==> src/rtl/sram_like_arbiter.sv <==
// Shares one sram-like slave port between the instruction-fetch and data masters, one access outstanding.
// Optional macro ARB_STARVE_GUARD_EN adds a counter that lets the lower-priority master win after STARVE_MAX losses.
module sram_like_arbiter #(
    parameter int DATA_FIRST = 1,
    parameter int STARVE_MAX = 4
) (
    input  logic        clk,
    input  logic        rst,
    input  logic        i_req,
    input  logic [31:0] i_addr,
    output logic        i_addr_ok,
    output logic        i_data_ok,
    output logic [31:0] i_rdata,
    input  logic        d_req,
    input  logic        d_wr,
    input  logic [1:0]  d_size,
    input  logic [31:0] d_addr,
    input  logic [31:0] d_wdata,
    output logic        d_addr_ok,
    output logic        d_data_ok,
    output logic [31:0] d_rdata,
    output logic        mem_req,
    output logic        mem_wr,
    output logic [1:0]  mem_size,
    output logic [31:0] mem_addr,
    output logic [31:0] mem_wdata,
    input  logic        mem_addr_ok,
    input  logic        mem_data_ok,
    input  logic [31:0] mem_rdata,
    output logic        i_busy,
    output logic        d_busy
);

    typedef enum logic [2:0] {
        IDLE   = 3'd0,
        I_ADDR = 3'd1,
        I_DATA = 3'd2,
        D_ADDR = 3'd3,
        D_DATA = 3'd4
    } state_t;

    state_t state_q, state_d;
    state_t arb_next;
    logic   any_req;
    logic   hi_req;
    logic   lo_req;
    logic   lo_wins;
    logic   win_data;
    logic   arb_en;

    if (STARVE_MAX < 1 || STARVE_MAX > 15) begin : g_starve_max_check
        $error("sram_like_arbiter: STARVE_MAX must be in 1..15");
    end

    assign any_req = i_req | d_req;
    assign hi_req  = (DATA_FIRST != 0) ? d_req : i_req;
    assign lo_req  = (DATA_FIRST != 0) ? i_req : d_req;

    // A new owner is chosen from IDLE, or in the very cycle the current access completes.
    assign arb_en = (state_q == IDLE)
                  | (((state_q == I_DATA) | (state_q == D_DATA)) & mem_data_ok);

`ifdef ARB_STARVE_GUARD_EN
    localparam logic [3:0] STARVE_LIMIT = 4'(STARVE_MAX);

    logic [3:0] starve_q, starve_d;

    assign lo_wins = lo_req & (~hi_req | (starve_q >= STARVE_LIMIT));

    always_comb begin
        starve_d = starve_q;
        if (arb_en) begin
            if (lo_wins) begin
                starve_d = 4'd0;
            end else if (lo_req && (starve_q != 4'hF)) begin
                starve_d = starve_q + 4'd1;
            end
        end
    end

    always_ff @(posedge clk) begin
        if (rst) begin
            starve_q <= 4'd0;
        end else begin
            starve_q <= starve_d;
        end
    end
`else
    assign lo_wins = lo_req & ~hi_req;
`endif

    assign win_data = (DATA_FIRST != 0) ? ~lo_wins : lo_wins;

    always_comb begin
        arb_next = IDLE;
        if (any_req) begin
            if (win_data) begin
                arb_next = D_ADDR;
            end else begin
                arb_next = I_ADDR;
            end
        end
    end

    always_ff @(posedge clk) begin
        if (rst) begin
            state_q <= IDLE;
        end else begin
            state_q <= state_d;
        end
    end

    // Dropping the request before acceptance abandons the grant without touching the slave.
    always_comb begin
        state_d = state_q;
        case (state_q)
            IDLE, I_DATA, D_DATA: begin
                if (arb_en) begin
                    state_d = arb_next;
                end
            end
            I_ADDR: begin
                if (!i_req) begin
                    state_d = IDLE;
                end else if (mem_addr_ok) begin
                    state_d = I_DATA;
                end
            end
            D_ADDR: begin
                if (!d_req) begin
                    state_d = IDLE;
                end else if (mem_addr_ok) begin
                    state_d = D_DATA;
                end
            end
            default: state_d = IDLE;
        endcase
    end

    always_comb begin
        mem_req   = 1'b0;
        mem_wr    = 1'b0;
        mem_size  = 2'd0;
        mem_addr  = 32'd0;
        mem_wdata = 32'd0;
        i_addr_ok = 1'b0;
        i_data_ok = 1'b0;
        i_rdata   = 32'd0;
        d_addr_ok = 1'b0;
        d_data_ok = 1'b0;
        d_rdata   = 32'd0;
        case (state_q)
            I_ADDR: begin
                mem_req   = i_req;
                mem_size  = 2'd2;
                mem_addr  = i_addr;
                i_addr_ok = mem_addr_ok & i_req;
            end
            D_ADDR: begin
                mem_req   = d_req;
                mem_wr    = d_wr;
                mem_size  = d_size;
                mem_addr  = d_addr;
                mem_wdata = d_wdata;
                d_addr_ok = mem_addr_ok & d_req;
            end
            I_DATA: begin
                i_data_ok = mem_data_ok;
                i_rdata   = mem_data_ok ? mem_rdata : 32'd0;
            end
            D_DATA: begin
                d_data_ok = mem_data_ok;
                d_rdata   = mem_data_ok ? mem_rdata : 32'd0;
            end
            default: begin
            end
        endcase
    end

    assign i_busy = (i_req & ~i_addr_ok) | ((state_q == I_DATA) & ~mem_data_ok);
    assign d_busy = (d_req & ~d_addr_ok) | ((state_q == D_DATA) & ~mem_data_ok);

endmodule
==> config.mk <==
export PLATFORM = sky130hd
export DESIGN_NAME = sram_like_arbiter
export DESIGN_NICKNAME = d
export VERILOG_FILES = /design/src/rtl/sram_like_arbiter.sv
export SDC_FILE = /design/constraint.sdc
export NUM_CORES = 1
export LEC_CHECK = 0
export ABC_AREA = 1
export ABC_CLOCK_PERIOD_IN_PS = 2300
export CAP_MARGIN = 20
export CORE_AREA = 2 2 106 108
export CTS_BUF_LIST = sky130_fd_sc_hd__clkbuf_16
export DETAILED_ROUTE_END_ITERATION = 10
export DIE_AREA = 0 0 108 110
export GPL_TIMING_DRIVEN = 0
export SLEW_MARGIN = 15
export SYNTH_ARGS = -nofsm -noshare
export SYNTH_HDL_FRONTEND = slang
export SYNTH_SLANG_ARGS = --single-unit
==> constraint.sdc <==
create_clock -name clk -period 2.3 [get_ports clk]
set_input_delay 0.46 -clock clk [delete_from_list [all_inputs] [get_ports clk]]
set_output_delay 0.46 -clock clk [all_outputs]
set_load 0.02 [all_outputs]
==> flow_metrics.env, run 1 <==
export IMPL_ir_drop_mv=0.168
export IMPL_status="complete, no violations"
export IMPL_final_core_util_pct=37.2
export IMPL_tightest_slew_ps=286
export IMPL_core_um2=10700
export IMPL_grt_setup_unrepaired="no"
export IMPL_viasPerCell=3.88
export IMPL_finalSetupViolCount=0
export IMPL_insertion_delay_ps=220
export IMPL_wl_mm=8.22
export IMPL_die_width_um=108
export IMPL_m1WireLength_mm=2.77
export IMPL_p_leak_nw=2.39
export IMPL_grt_usage_pct=11.8
export IMPL_grt_pass1_vias=2588
export IMPL_drv_slew=0
export IMPL_power_mw=1.33
export IMPL_netSwitchingPower_mw=0.557
export IMPL_dpl_instance_area_um2=4230
export IMPL_whs_path_depth=2
export IMPL_ff2ff_path_depth=6
export IMPL_drt_pre_antenna_iters=6
export IMPL_hold_viol_final=0
export IMPL_root_buffer="clkbuf_16"
export IMPL_worstHoldEndpoint="state_q[2]"
export IMPL_fin_nets=683
export IMPL_antenna_cells=0
export IMPL_ys_ff_latch=3
export IMPL_dieHeight_um=110
export IMPL_cts_sinks=3
export IMPL_drtAntennaViolNets=0
export IMPL_dr_total_vias=2655
export IMPL_clock_skew_ps=0.465
export IMPL_max_clock_path_buffers=2
export IMPL_dpl_hpwl_mm=7.25
export IMPL_synth_cell_types=19
export IMPL_cp_arrival_ps=1750
export IMPL_cap_violations=0
export IMPL_worstSetupPathType="reg -> out"
export IMPL_largest_register="state_q"
export IMPL_period_minus_slack_ps=2210
export IMPL_io_buffer_count=274
export IMPL_largestRegisters="state_q (3)"
export IMPL_drc=0
export IMPL_slew_headroom_pct=81.0
export IMPL_hold_class="reg -> reg"
export IMPL_combPwrFrac_pct=74.2
export IMPL_ios=275
export IMPL_max_freq_mhz=453
export IMPL_cts_clk_slew_worst_paths_ps=30
export IMPL_initial_utilization_pct=12.3
export IMPL_crit_reg2reg_launch="state_q[1]"
export IMPL_ys_warn_count=0
export IMPL_tritoncts="built"
export IMPL_rows=38
export IMPL_grt_overflow=0
export IMPL_drtIter0Drc=76
export IMPL_seqPwrFrac_pct=5.2
export IMPL_critPathRequiredTime_ps=1840
export IMPL_end_kind="output port"
export IMPL_grt_pass1_wl_mm=11.3
export IMPL_p_int_mw=0.769
export IMPL_fin_cells=685
export IMPL_post_route_cells_drive_above_1_share_pct=19.4
export IMPL_highest_layer="met4"
export IMPL_syn_nets=400
export IMPL_grt_start_max_net_pins=11
export IMPL_critPathMaxFanout=10
export IMPL_syn_cell_area_um2=1320
export IMPL_routabilityCongestion=0.796
export IMPL_tns_ps=0
export IMPL_syn2layout_area_growth_pct=202
export IMPL_syn_area_per_cell_um2=5.00
export IMPL_p_per_area_nw_per_um2=333
export IMPL_reg2reg_slack_ps=1090
export IMPL_die_area_um2=11900
export IMPL_fin_area_um2=3980
export IMPL_nFillCells=1184
export IMPL_r2r_end="state_q[2]"
export IMPL_dpl_cell_count=677
export IMPL_netlist_instances=263
export IMPL_crit_path_start_kind="flip-flop"
export IMPL_switching_share_pct=42.0
export IMPL_min_from="state_q[2]"
export IMPL_clkPwrFrac_pct=20.6
export IMPL_wl_per_cell_um=12.0
export IMPL_min_period_over_period_pct=96.0
export IMPL_largest_register_ffs=3
export IMPL_route_met3_wl_mm=1.17
export IMPL_cts_htree_levels=1
export IMPL_numCtsBuffers=3
export IMPL_dr_wl_met2_mm=4.17
export IMPL_synth_seq_area_share_pct=4.56
export IMPL_antenna_found_initial=0
==> through the flow <==
step | hold slack, ps | worst slack, ps
after floorplan | 529 | 317
after global placement | 590 | -513
after detailed placement | 601 | -571
after CTS | 606 | 0.0144
after global routing | 628 | 0.702
final | 595 | 91.8
==> kinds of logic after synthesis <==
group / synth area share, %
AO/OA/AOI/OAI: 24.2
buffers and inverters: 31.1
flip-flops: 4.56
AND/OR/NAND/NOR: 40.1
==> per-layer routing <==
metal,track usage (%),vias up
li1,-,1339
met1,10.7,1138
met2,24.3,170
met3,4.47,8
met4,3.21,0
met5,0,-
==> critical path, stage by stage, from the launching register on <==
cell and delay (ps):
dfxtp_1 400, inv_2 60, nand2_2 120, nor2_4 70, buf_4 160, buf_4 170, a22o_1 210, dlygate4sd2_1 320
==> layout make-up <==
type                       count  area [um2]  share of cell area (%)
inverter                      80         300                    7.55
multi-input combinational    165         860                    21.6
timing repair buffer         278        2380                    59.8
sequential                     3        60.1                    1.51
clock buffer                   3        75.1                    1.89
buffer                        15         124                    3.12
clock inverter                 1        3.75                  0.0944
tap                          140         175                    4.41
==> cell usage after synthesis <==
cell type | n | area (um2)
nor2_1 | 100 | 375
a21oi_1 | 2 | 10.0
nor2_2 | 9 | 56.3
nand3_1 | 3 | 15.0
buf_6 | 5 | 56.3
inv_1 | 75 | 282
o21bai_1 | 1 | 7.51
buf_2 | 9 | 45.0
nor3_4 | 1 | 16.3
dfxtp_1 | 3 | 60.1
nor3_2 | 1 | 10.0
nor2_4 | 1 | 11.3
nand2_2 | 1 | 6.26
inv_2 | 5 | 18.8
o21ai_0 | 3 | 15.0
buf_4 | 1 | 7.51
o22ai_1 | 1 | 6.26
nand2_1 | 10 | 37.5
a22o_1 | 32 | 280
==> cells in the final DEF (no fill, tap or decap) <==
cell type        instances
clkbuf_2                45
dlygate4sd2_1           67
nor2_2                   8
o21ai_0                  3
o21bai_1                 1
dfxtp_1                  3
inv_1                   74
a21oi_1                  2
nand2_2                  1
nand3_1                  3
clkbuf_16                3
inv_2                    7
nand2_1                 10
clkdlybuf4s15_1          5
buf_6                    5
nor3_2                   1
a22o_1                  32
o22ai_1                  1
dlymetal6s2s_1           2
buf_4                   11
nor2_1                  99
nor2_4                   3
nor3_4                   1
clkdlybuf4s50_1        137
buf_2                   21
==> worst max path at each step <==
stage | from | to | slack, ps | cells after the start
global placement | mem_data_ok | d_rdata[1] | -510 | 7
floorplan | state_q[0] | d_rdata[11] | 320 | 6
global route | state_q[0] | mem_addr[29] | 0.7 | 6
CTS | mem_data_ok | d_rdata[4] | 0.01 | 7
detailed placement | mem_data_ok | d_rdata[1] | -570 | 7
finish | state_q[2] | mem_addr[29] | 90 | 7
==> power by group through the flow <==
stage	Clock, mW	Sequential, mW	Combinational, mW
floorplan	0	0.0676	0.487
global placement	0	0.0684	1.08
detailed placement	0	0.0691	1.09
CTS	0.278	0.0695	1.01
global route	0.282	0.0708	1.06
finish	0.272	0.0695	0.984
==> repair_timing <==
item                                    in CTS  in global routing
hold buffers                                 0                  0
pin swaps                                    1                  1
gates resized for setup                    233                 65
endpoints found under the setup margin     136                 87
setup buffers                                3                  1
Power figures use the tool's default switching activity.
==> inputs of run 2 (changes only) <==
Settings changed: GPL_TIMING_DRIVEN 0 to unset.
==> run 2 against run 1 <==
- first-iteration DRC count grew 53%
- via count shrank 1.2%
- maximum frequency shrank 0.23%
- die area is the same
- setup slack lost 5.2 ps
- clock skew grew 1.8 ps
- critical path depth grew 1
- critical path type is now in -> out
- critical endpoint is now i_rdata[30]
- combinational power grew 0.6%
==> flow_metrics.env, run 2 (synthesized netlist as in run 1, its figures left out) <==
export IMPL_syn2layout_area_growth_pct=215
export IMPL_power_mw=1.33
export IMPL_fin_cells=679
export IMPL_min_period_over_period_pct=96.2
export IMPL_cts_htree_levels=1
export IMPL_antenna_found_initial=0
export IMPL_viasPerCell=3.86
export IMPL_crit_path_start_kind="input port"
export IMPL_grt_usage_pct=11.3
export IMPL_tightest_slew_ps=368
export IMPL_grt_setup_unrepaired="no"
export IMPL_initial_utilization_pct=12.3
export IMPL_worstSetupPathType="in -> out"
export IMPL_cap_violations=0
export IMPL_final_cell_mix="clkdlybuf4s50_1, nor2_1, inv_1"
export IMPL_insertion_delay_ps=220
export IMPL_dpl_hpwl_mm=6.97
export IMPL_grt_start_max_net_pins=37
export IMPL_p_int_mw=0.781
export IMPL_seqPwrFrac_pct=5.1
export IMPL_dpl_cell_count=675
export IMPL_reg2reg_slack_ps=970
export IMPL_switching_share_pct=41.3
export IMPL_root_buffer="clkbuf_16"
export IMPL_drv_slew=0
export IMPL_fin_hold_ws_ps=600
export IMPL_clock_skew_ps=2.31
export IMPL_routabilityCongestion=0.771
export IMPL_die_area_um2=11900
export IMPL_hold_class="reg -> reg"
export IMPL_post_route_cells_drive_above_1_share_pct=18.9
export IMPL_finalSetupViolCount=0
export IMPL_period_minus_slack_ps=2210
export IMPL_rows=38
export IMPL_grt_overflow=0
export IMPL_drt_pre_antenna_iters=4
export IMPL_slew_headroom_pct=75.4
export IMPL_tns_ps=0
export IMPL_netSwitchingPower_mw=0.549
export IMPL_cp_arrival_ps=1750
export IMPL_critPathRequiredTime_ps=1840
export IMPL_cts_clk_slew_worst_paths_ps=30
export IMPL_largestRegisters="state_q (3)"
export IMPL_antenna_cells=0
export IMPL_p_per_area_nw_per_um2=321
export IMPL_fin_nets=677
export IMPL_p_leak_nw=2.80
export IMPL_io_buffer_count=274
export IMPL_grt_pass1_vias=2429
export IMPL_largest_register="state_q"
export IMPL_critPathMaxFanout=32
export IMPL_grt_pass1_wl_mm=11.0
export IMPL_dieHeight_um=110
export IMPL_end_kind="output port"
export IMPL_drc=0
export IMPL_drtAntennaViolNets=0
export IMPL_status="complete, no violations"
export IMPL_die_width_um=108
export IMPL_ios=275
export IMPL_combPwrFrac_pct=74.5
export IMPL_clkPwrFrac_pct=20.4
export IMPL_core_um2=10700
export IMPL_dr_total_vias=2624
export IMPL_layout_commonest_cell="clkdlybuf4s50_1"
export IMPL_wl_mm=8.09
export IMPL_max_clock_path_buffers=2
export IMPL_wl_per_cell_um=11.9
export IMPL_largest_register_ffs=3
export IMPL_cts_sinks=3
export IMPL_drtIter0Drc=116
export IMPL_hold_viol_final=0
export IMPL_tritoncts="built"
export IMPL_max_freq_mhz=452
export IMPL_numCtsBuffers=3
export IMPL_ir_drop_mv=0.276
[run 2: worst paths after layout]
check | cells past startpoint | startpoint | to
worst max-delay path | 8 | mem_data_ok | i_rdata[30]
worst min-delay path | 2 | state_q[2] | state_q[2]
worst min register to register | 2 | state_q[2] | state_q[2]
worst max register to register | 8 | state_q[0] | state_q[1]
[run 2: layout make-up]
type / count / area, um2
clock buffer: 3 / 75.1
clock inverter: 1 / 3.75
fill: 1181 / 6550
inverter: 80 / 303
multi-input combinational: 165 / 855
sequential: 3 / 60.1
tap: 140 / 175
timing repair buffer: 287 / 2680
[run 2: timing repair]
action | CTS | global route
hold buffers | 0 | 0
resized for setup | 247 | 69
endpoints found under the hold margin | 0 | 0
setup endpoints to repair | 134 | 81
setup buffers | 0 | 0
[run 2: power groups by stage]
stage	clock [mW]	sequential, mW	combinational (mW)
floorplan	0	0.0676	0.487
global placement	0	0.0687	1.09
detailed placement	0	0.0686	1.10
CTS	0.273	0.0679	1.02
global route	0.281	0.0687	1.06
finish	0.271	0.0681	0.990
[run 2: per-stage QoR]
step | instance area, um2 | setup slack, ps | util (%)
6_report | 4150 | 86.6 | 38.8
5_1_grt | 4150 | 2.61 | 38.8
4_1_cts | 4250 | 0.144 | 39.8
3_5_place_dp | 4270 | -379 | 39.9
3_3_place_gp | 4270 | -353 | 39.9
2_1_floorplan | 1320 | 317 | -
[run 2: worst max-delay path, cell delays in order]
cell	delay, ps
clkdlybuf4s50_1	480
inv_1	60
buf_4	140
nor2_4	110
inv_2	50
buf_12	160
nor2_1	120
buf_4	160
[run 2: routing by layer]
metal	share of wire (%)	up-vias	GRT usage, %
met5	0	-	0
met4	1.3	0	2.93
met3	14	10	4.76
met2	51	172	22.5
met1	33	1115	10.5
li1	-	1327	-
==> inputs of run 3 (changes only) <==
==> constraint.sdc (replaced) <==
create_clock -name clk -period 2.3 [get_ports clk]
set_input_delay 0.23 -clock clk [delete_from_list [all_inputs] [get_ports clk]]
set_output_delay 0.23 -clock clk [all_outputs]
set_load 0.02 [all_outputs]
==> run 3 against run 2 <==
- cell area up 6.6%
- power up 5.7%
- sequential cell count unchanged
- routed wire length down 0.40%
- clock-buffer cell count unchanged
- largest cell class unchanged
- utilization up 2.6 points
==> flow_metrics.env, run 3 (synthesized netlist as in run 1, its figures left out) <==
export IMPL_period_minus_slack_ps=2210
export IMPL_max_freq_mhz=452
export IMPL_largest_register="state_q"
export IMPL_tns_ps=0
export IMPL_root_buffer="clkbuf_16"
export IMPL_drt_pre_antenna_iters=4
export IMPL_worstSetupPathType="reg -> out"
export IMPL_viasPerCell=3.90
export IMPL_postCtsResizedCells=0
export IMPL_switching_share_pct=39.4
export IMPL_critPathRequiredTime_ps=2070
export IMPL_cts_setup_buffers=0
export IMPL_die_width_um=108
export IMPL_core_um2=10700
export IMPL_wl_per_cell_um=12.0
export IMPL_p_per_area_nw_per_um2=318
export IMPL_fin_cells=671
export IMPL_hold_viol_final=0
export IMPL_end_kind="output port"
export IMPL_final_cell_mix="clkdlybuf4s50_1, nor2_1, inv_1"
export IMPL_drtAntennaViolNets=0
export IMPL_cts_htree_levels=1
export IMPL_die_area_um2=11900
export IMPL_routabilityCongestion=0.807
export IMPL_io_buffer_count=274
export IMPL_critPathMaxFanout=32
export IMPL_grt_pass1_vias=2472
export IMPL_p_int_mw=0.852
export IMPL_ff2ff_path_depth=8
export IMPL_grt_usage_pct=11.4
export IMPL_grt_pass1_wl_mm=11.1
export IMPL_fin_nets=669
export IMPL_ios=275
export IMPL_ir_drop_mv=0.175
export IMPL_layout_commonest_cell="clkdlybuf4s50_1"
export IMPL_insertion_delay_ps=230
export IMPL_tritoncts="built"
export IMPL_seqPwrFrac_pct=4.9
export IMPL_grt_setup_unrepaired="yes"
export IMPL_rows=38
export IMPL_grt_start_max_net_pins=36
export IMPL_cap_violations=0
export IMPL_antenna_cells=0
export IMPL_hold_class="in -> reg"
export IMPL_cts_clk_slew_worst_paths_ps=30
export IMPL_wl_mm=8.06
export IMPL_cts_sinks=3
export IMPL_syn2layout_area_growth_pct=236
export IMPL_initial_utilization_pct=12.3
export IMPL_cp_arrival_ps=1980
export IMPL_dr_total_vias=2616
export IMPL_largest_register_ffs=3
export IMPL_max_clock_path_buffers=2
export IMPL_numCtsBuffers=3
export IMPL_largestRegisters="state_q (3)"
export IMPL_finalSetupViolCount=0
export IMPL_drc=0
export IMPL_tightest_slew_ps=351
export IMPL_dpl_hpwl_mm=6.86
export IMPL_dpl_cell_count=667
export IMPL_dieHeight_um=110
export IMPL_antenna_found_initial=1
export IMPL_p_leak_nw=3.04
export IMPL_ctsHoldBuffers=0
export IMPL_min_period_over_period_pct=96.1
export IMPL_slew_headroom_pct=76.6
export IMPL_status="complete, no violations"
export IMPL_netSwitchingPower_mw=0.554
export IMPL_crit_path_start_kind="flip-flop"
export IMPL_grt_overflow=0
export IMPL_drtIter0Drc=114
export IMPL_combPwrFrac_pct=75.5
export IMPL_clkPwrFrac_pct=19.6
export IMPL_drv_slew=0
export IMPL_whs_path_depth=2
export IMPL_post_route_cells_drive_above_1_share_pct=5.27
export IMPL_clock_skew_ps=1.36
## run 3: changes by cell type in the layout (fill, tap and decap cells not counted), sizes merged
cell / before / now
clkdlybuf4s50: 137 / 211
buf: 66 / 7
dlygate4sd2: 40 / 0
dlymetal6s2s: 31 / 61
clkdlybuf4s15: 12 / 0
clkbuf: 4 / 3
## run 3: final cells by class
cell class,instances,area (um2)
clock buffers,3,75.1
clock inverters,1,3.75
fillers,1070,6280
inverters,80,303
multi-input cells,165,847
flip-flops and latches,3,60.1
well taps,140,175
repair buffers,279,2960
## run 3: stage by stage
step | instance area, um2 | utilization (%) | hold slack, ps | total power, mW | worst slack (ps)
floorplan | 1320 | - | 299 | 0.555 | 547
global placement | 4180 | 39.1 | 614 | 1.13 | 120
detailed placement | 4180 | 39.1 | 609 | 1.14 | 88.4
CTS | 4260 | 39.8 | 604 | 1.43 | 5.71
global route | 4420 | 41.3 | 613 | 1.49 | -8.91
finish | 4420 | 41.3 | 602 | 1.41 | 89.8
## run 3: routing by layer
| metal | routed length [um] | share of wire (%) | up-vias | global-route usage [%] |
|---|---|---|---|---|
| met3 | 1090 | 14 | 12 | 3.76 |
| met4 | 116 | 1.4 | 2 | 2.66 |
| met2 | 4180 | 52 | 178 | 23.0 |
| met5 | 13 | 0.16 | - | 0 |
| met1 | 2650 | 33 | 1115 | 11.1 |
| li1 | - | - | 1309 | - |
## run 3: critical path: stages (launching register included)
cell             delay [ps]
dfxtp_1                 390
nand2_2                 120
nor2_2                  210
buf_12                  210
a22o_1                  170
clkdlybuf4s50_1         630
## run 3: power groups by stage
| stage | registers [mW] | logic (mW) | clock network [mW] |
|---|---|---|---|
| floorplan | 0.0676 | 0.487 | 0 |
| global placement | 0.0690 | 1.07 | 0 |
| detailed placement | 0.0689 | 1.07 | 0 |
| CTS | 0.0684 | 1.08 | 0.283 |
| global route | 0.0705 | 1.13 | 0.286 |
| finish | 0.0683 | 1.06 | 0.276 |
## run 3: path summary, 6_finish.rpt
kind	end	from	slack, ps
worst min register to register	state_q[2]	state_q[2]	610
worst min-delay path	state_q[2]	rst	600
worst max register to register	state_q[1]	state_q[0]	940
worst max-delay path	mem_addr[7]	state_q[0]	90
